`src/rtl/serial_subtractor_pkg.sv`:
```
// Shared definitions for the bit-serial arithmetic blocks: controller state
// encodings and the signed-overflow rule for subtraction.
package serial_subtractor_pkg;

  // Controller states; a later serial_adder reuses the same encodings.
  typedef enum logic {
    S_IDLE = 1'b0,
    S_RUN  = 1'b1
  } state_t;

  // Two's-complement subtraction overflows when the operands have different
  // signs and the result sign differs from the minuend sign.
  function automatic logic sub_ovf(input logic a_msb, input logic b_msb,
                                   input logic d_msb);
    return (a_msb != b_msb) && (d_msb != a_msb);
  endfunction

endpackage

```
`src/rtl/full_subtractor.sv`:
```
// One-bit full subtractor: d = a - b - bin, bout set when a borrow is needed.
module full_subtractor (
  input  logic a,
  input  logic b,
  input  logic bin,
  output logic d,
  output logic bout
);

  // Difference bit and borrow-out for a single bit position.
  always_comb begin
    d    = a ^ b ^ bin;
    bout = (~a & b) | (~a & bin) | (b & bin);
  end

endmodule

```
`src/rtl/serial_subtractor.sv`:
```
// Bit-serial subtractor: computes a - b - bin over WIDTH clocks, LSB first,
// using one full_subtractor cell and a borrow flop.
//
// Handshake: start is accepted at a rising edge only while busy=0 (IDLE);
// a, b and bin are captured at that edge and ignored afterwards. busy is high
// for exactly WIDTH cycles; done pulses for one cycle in the cycle diff, bout
// and ovf take their new values. Outputs hold until the next completion.
module serial_subtractor
  import serial_subtractor_pkg::*;
#(
  parameter int WIDTH = 8
) (
  input  logic             clk,
  input  logic             rst,
  input  logic             start,
  input  logic [WIDTH-1:0] a,
  input  logic [WIDTH-1:0] b,
  input  logic             bin,
  output logic [WIDTH-1:0] diff,
  output logic             bout,
  output logic             ovf,
  output logic             busy,
  output logic             done,
  output state_t           dbg_state
);

  localparam int CNT_W = (WIDTH > 1) ? $clog2(WIDTH) : 1;
  localparam logic [CNT_W-1:0] CNT_LAST = CNT_W'(WIDTH - 1);

  state_t           r_state;
  state_t           w_state_next;
  logic             w_accept;
  logic             w_last;

  logic [WIDTH-1:0] r_a_sh;
  logic [WIDTH-1:0] r_b_sh;
  logic [WIDTH-1:0] r_d_sh;
  logic             r_borrow;
  logic [CNT_W-1:0] r_cnt;
  logic             r_a_msb;
  logic             r_b_msb;

  logic [WIDTH-1:0] r_diff;
  logic             r_bout;
  logic             r_ovf;
  logic             r_done;

  logic             w_cell_d;
  logic             w_cell_bout;
  logic [WIDTH-1:0] w_d_next;

  full_subtractor u_cell (
    .a    (r_a_sh[0]),
    .b    (r_b_sh[0]),
    .bin  (r_borrow),
    .d    (w_cell_d),
    .bout (w_cell_bout)
  );

  // New difference bit enters at the MSB so bit 0 ends up at position 0.
  assign w_d_next = {w_cell_d, r_d_sh[WIDTH-1:1]};

  // State register; reset wins over any request.
  always_ff @(posedge clk) begin
    if (rst) r_state <= S_IDLE;
    else     r_state <= w_state_next;
  end

  // Next-state logic: accept in IDLE, leave RUN on the last bit.
  always_comb begin
    w_state_next = r_state;
    w_accept     = 1'b0;
    w_last       = 1'b0;
    case (r_state)
      S_IDLE: begin
        if (start) begin
          w_accept     = 1'b1;
          w_state_next = S_RUN;
        end
      end
      S_RUN: begin
        if (r_cnt == CNT_LAST) begin
          w_last       = 1'b1;
          w_state_next = S_IDLE;
        end
      end
      default: w_state_next = S_IDLE;
    endcase
  end

  // Datapath: capture operands, shift one bit per RUN cycle, publish results
  // only on the final bit so outputs never show partial values.
  always_ff @(posedge clk) begin
    if (rst) begin
      r_a_sh   <= '0;
      r_b_sh   <= '0;
      r_d_sh   <= '0;
      r_borrow <= 1'b0;
      r_cnt    <= '0;
      r_a_msb  <= 1'b0;
      r_b_msb  <= 1'b0;
      r_diff   <= '0;
      r_bout   <= 1'b0;
      r_ovf    <= 1'b0;
      r_done   <= 1'b0;
    end else begin
      r_done <= 1'b0;
      if (w_accept) begin
        r_a_sh   <= a;
        r_b_sh   <= b;
        r_borrow <= bin;
        r_cnt    <= '0;
        r_a_msb  <= a[WIDTH-1];
        r_b_msb  <= b[WIDTH-1];
      end else if (r_state == S_RUN) begin
        r_a_sh   <= r_a_sh >> 1;
        r_b_sh   <= r_b_sh >> 1;
        r_d_sh   <= w_d_next;
        r_borrow <= w_cell_bout;
        r_cnt    <= r_cnt + CNT_W'(1);
        if (w_last) begin
          r_diff <= w_d_next;
          r_bout <= w_cell_bout;
          r_ovf  <= sub_ovf(r_a_msb, r_b_msb, w_cell_d);
          r_done <= 1'b1;
        end
      end
    end
  end

  assign diff      = r_diff;
  assign bout      = r_bout;
  assign ovf       = r_ovf;
  assign done      = r_done;
  assign busy      = (r_state == S_RUN);
  assign dbg_state = r_state;

endmodule

```
`config.mk`:
```
export PLATFORM = sky130hd
export DESIGN_NAME = serial_subtractor
export DESIGN_NICKNAME = d
export VERILOG_FILES = /design/src/rtl/serial_subtractor_pkg.sv /design/src/rtl/full_subtractor.sv /design/src/rtl/serial_subtractor.sv
export SDC_FILE = /design/constraint.sdc
export NUM_CORES = 1
export LEC_CHECK = 0
export ABC_AREA = 0
export CAP_MARGIN = 30
export CORE_ASPECT_RATIO = 0.7
export CORE_MARGIN = 2
export CORE_UTILIZATION = 55
export CTS_CLUSTER_SIZE = 40
export DETAILED_ROUTE_END_ITERATION = 10
export GPL_TIMING_DRIVEN = 0
export PLACE_DENSITY = 0.83
export SYNTH_ARGS = -nofsm -noshare
export SYNTH_HDL_FRONTEND = slang
export SYNTH_SLANG_ARGS = --single-unit
```
`constraint.sdc`:
```
create_clock -name clk -period 4.8 [get_ports clk]
set_input_delay 0.96 -clock clk [delete_from_list [all_inputs] [get_ports clk]]
set_output_delay 0.96 -clock clk [all_outputs]
set_load 0.01 [all_outputs]
```
---- Word level (Yosys, flattened, before mapping) ----
Cells that the tools add are included.
W data, S select, Z words.
word-level totals
  bits in registers ....................... 42
  word-level logic and storage cells ...... 45
  input bits .............................. 20
operators by class
  reductions and logical operators ........ 6
  equality and inequality tests ........... 3
  add/sub/neg operators ................... 1
  bitwise operators ....................... 10
  mux-type cells .......................... 13
operators with widths
  operator               count
  $mux W8                4
  $mux W1                8
  $add A3 B1 Y3 const B  1
  $and A1 B1 Y1          3
  $eq A3 B3 Y1 const B   1
  $not A1 Y1             3
  $reduce_and A3 Y1      1
  $reduce_or A3 Y1       1
  $ne A1 B1 Y1           2
  $or A1 B1 Y1           2
  $pmux W1 S2            1
  $reduce_and A2 Y1      1
  $reduce_bool A2 Y1     1
  $reduce_or A2 Y1       1
  $xor A1 B1 Y1          2
  $logic_and A1 B1 Y1    1

---- Logic depth before layout (Yosys ltp) ----
  depth in word-level cells ............... 6
  gate-level depth with buffers ........... 6
  depth with buffers taken out ............ 5

---- Cells and area by module ----
From an unflattened synthesis, not the netlist that was laid out.
unflattened totals
  cells, all modules ...................... 175
  area total of the unflattened synthesis .. 1,775.5 um2
modules (own cells, without submodules)
  module             times used  area an instance (um2)  cells each  seq. area each (um2)
  serial_subtractor  1           1,747.9                 172         820.8
  full_subtractor    1           27.5                    3           0.0

---- Worst setup path before layout ----
OpenSTA, ideal clock, no wires.
  path type ............................... input to register
  start point ............................. in start
  end point ............................... reg r_a_sh[1]
  setup time .............................. 0.128 ns
  data required time ...................... 4.672 ns
  stages on the path ...................... 4
  setup slack ............................. 3.118 ns
  data arrival time ....................... 1.555 ns
  cells stage by stage .................... buf_6 mux2_4 mux2i_1 nor2_1
on the way
  cells in the longest elaborated chain, start to end .. 3
  elaborated cells between the ends (all ways) .. 4
  those cells by class .................... mux: 3; reduce/logical: 1
RTL lines
  item                                           line                      text
  from (decl)                                    serial_subtractor.sv:15   input logic start,
  $mux W1 (*)                                    serial_subtractor.sv:76   if (start) begin
  $mux W1 (*)                                    serial_subtractor.sv:74   case (r_state)
  $mux W8 or $reduce_bool A2 Y1 (tied branches)  --
  to (signal assigned)                           serial_subtractor.sv:116  r_a_sh <= r_a_sh >> 1;
  to (decl)                                      serial_subtractor.sv:35   logic [WIDTH-1:0] r_a_sh;
Mark *: on every way between the ends. The rest lies on a longest branch, timed or not.
A chain may end at the register's enable or synchronous reset.

---- Worst setup path after layout ----
  start point ............................. reg r_state (netlist: busy)
  end point ............................... out dbg_state
RTL lines
  item                    line                     text
  from (decl)             serial_subtractor.sv:30  state_t r_state;
  from (signal assigned)  serial_subtractor.sv:66  else r_state <= w_state_next;
  to (decl)               serial_subtractor.sv:24  output state_t dbg_state
No word-level cell between the ends.

==> impl_results.md <==
- Status: finished clean
- WP data arrival: 1.29 ns
- DR DRC count: 0
- Worst Path Max Fanout: 3
- Maximum vdd ir drop: approximately 0.00032 V
- Register area share after synthesis: roughly 46%
- Most common cell after layout, fill and taps aside: dfxtp_1
- Die Span X: roughly 72 um
- CTS tree: yes
- Setup violations, final: 0
- Achievable frequency: between 0.4 and 0.5 GHz
- CTS Hold Bufs: 0
- Starting Density: between 50% and 60%
- Top cells by area, synth: dfxtp_1 (46%), mux2i_1 (15%), mux2_4 (12%)
- Number of I/O pins: 33
- Leading area contributor after synthesis: dfxtp_1
- Final non-filler cell area: 2240 um2
- Total track usage: 22.74%
- Nets: 232
- Num CTS Buffers: 5
- WS Path Type: reg2out
- Row Count: 17
- Share of cells above drive strength 1: 17.62%
- Post-DP HPWL: ~2.7 mm
- Setup TNS after final layout: 0 ns
- DR pass1 iterations: 4
- CP Cell Sequence: buf_4 -> clkdlybuf4s50_1
- Worst skew pair latency: ~0.30 ns
- Grt ovf: 0
- Final wirelength: between 3 and 4 mm
- Hold Vio Cnt, Final: 0
- Critical Path Slowest Stage Cell: clkdlybuf4s50_1
- Hold depth: 2
- CP Depth: 2
- IO buf count: 31
- CTS Buffer Depth: 2
- Req. time, crit path: 3.84 ns
- Routed length per placed instance: approximately 14 um
- Lkg Pwr: about 0.00090 uW
- Fin Clk Skew: a little under 0.009 ns
- Register area: 820.8 um2
- Multi-input logic area: 859.6 um2
- Critical Path Max Stage Delay: 0.51 ns
- CTS Sinks: a little over 40
- GPL Wtd Cong: approximately 0.80
- Synth-to-Final Area Change: 25.79%
- CTS Root Cell: clkbuf_8
- RSZ-0062 raised after global routing: false
- Register share of total power: approximately half
- Via Count: between 1000 and 1500
- Fillcell total: 216
- PwrDens: about 320 nW/um2
- Core footprint: 3127 um2
- Startpoint Class: flip-flop
- Yosys cell types: 23
- Initial drt markers: 42
- Post-Syn Instances: about 170
- Dpl ws: 2.437 ns
- Postcts setup bufs: 0
- Reg2Reg Depth: 4
- Pins Over Slew Limit: 0
- Ant diodes: 0
- Max Cap Viol: 0
- Area of the die: 3716 um2
- Synthesized area: about 1800 um2
- Number of synthesis warnings: 0
- HP Class: reg2reg
- Combinational share of power: about 14%
- Slew HR: approximately 66%
- Syn nets: between 150 and 200
- Worst Path Buf+Inv: 2
- Min Tclk post-route: between 2 and 2.5 ns
- Placed Instance Area: ~2100 um2
- Synthesis-stage register bit count: 41
- DRT antenna net count: 0
- Vias/cell: about 5.1
- Share of the synthesized area in the top cell type: ~46%
- Cell family with the largest share of critical-path delay: buffers and inverters
- # resized after CTS: 0
- Final WS setup: 2.546 ns
- First-pass GRT wire length: roughly 6 mm
- Clock network fraction of design power: about a third
- Number of H-tree levels: 2
- Clk pin slew, worst setup/hold paths: ~0.080 ns
- Slew @ Worst Pin: 0.5104 ns
- Synthesized area per cell: between 10 and 15 um2
- Final period utilization: 46.96%
- Crit. End Element: primary output
- Net Sw Frac: a little under a quarter
- Flop2flop setup slack: around 3.2 ns
- Largest net degree at the start of global routing: 13
- Commonest cells after routing, fill and taps aside: dfxtp_1 (41), nor2_1 (32), clkdlybuf4s50_1 (31), mux2i_1 (26), nand2_1 (17)
- Initial antenna violation count: 0
- Die Y: between 50 and 60 um
- Vias in the first global route: roughly 1300
- Internal power: between 500 and 600 uW
- Switch Pwr: roughly 170 uW
metrics by stage:
step | utilization, % | cells | total power (uW) | hold WS (ns)
6_report | 71.63 | 248 | 710.0 | 0.4556
5_1_grt | 71.63 | 248 | 743.8 | 0.4774
4_1_cts | 71.63 | 248 | 718.4 | 0.4564
3_5_place_dp | 68.39 | 240 | 471.6 | 0.4469
3_3_place_gp | 68.39 | 240 | 466.2 | 0.4429
2_1_floorplan | - | 171 | 437.9 | 0.4312
cell type report:
cell class	count	area share (%)
Timing Repair Buffer	31	13.85
Inverter	2	0.3352
Tap cell	38	2.123
Clock buffer	7	4.302
Sequential cell	41	36.65
Buffer	13	4.134
Clock inverter	1	0.2235
Multi-Input combinational cell	115	38.38
path summary, 6_finish.rpt:
| check | from | to |
|---|---|---|
| max reg2reg | r_a_sh[0]$_SDFFE_PP0P_ | ovf$_SDFFE_PP0P_ |
| min | diff[4]$_SDFFE_PP0P_ | diff[4]$_SDFFE_PP0P_ |
| min reg2reg | diff[4]$_SDFFE_PP0P_ | diff[4]$_SDFFE_PP0P_ |
| max | busy$_SDFF_PP0_ | dbg_state |
power by group through the flow:
stage / Clock (uW) / Sequential, uW / Combinational [uW]
global placement: 0 / 370 / 96.3
floorplan: 0 / 368 / 69.4
CTS: 254 / 363 / 101
global route: 270 / 365 / 109
finish: 246 / 363 / 101
detailed placement: 0 / 371 / 101
worst min-delay path, delay by kind of cell, from the launching register on:
kind	cells	cell delay, ns
AOI/OAI and AO/OA	1	0.05
DFF	1	0.31
and+or+nand+nor	1	0.05
flip-flops by register name (all words and copies together) (netlist names):
register,count
diff,8
r_a_sh,8
r_b_sh,8
r_d_sh,7
r_cnt,3
bout,1
busy,1
done,1
ovf,1
r_a_msb,1
r_b_msb,1
r_borrow,1
routing by layer:
layer,share of wire [%],GRT usage [%]
met1,48,27.65
met2,45,35.96
met3,5.0,8.721
met4,1.9,10.38
met5,0,0
cells in the mapped netlist, drive strengths merged:
master	number
and2	1
clkbuf	3
a21oi	11
mux2	15
nand2	17
a311oi	1
a211oi	2
mux2i	26
inv	2
nor2	32
buf	10
nand3b	1
or3b	1
fa	1
nor3	2
nor3b	2
ha	2
and2b	1
dfxtp	41
logic make-up after synthesis:
kind of cell | count (synthesis) | share of synthesized area, %
fa+ha+maj | 3 | 2.530
buf+inv | 15 | 5.622
mux | 41 | 27.06
simple gates | 57 | 13.63
compound gates | 14 | 5.059
flops | 41 | 46.10
No activity file was read; power rests on OpenSTA's default activity.
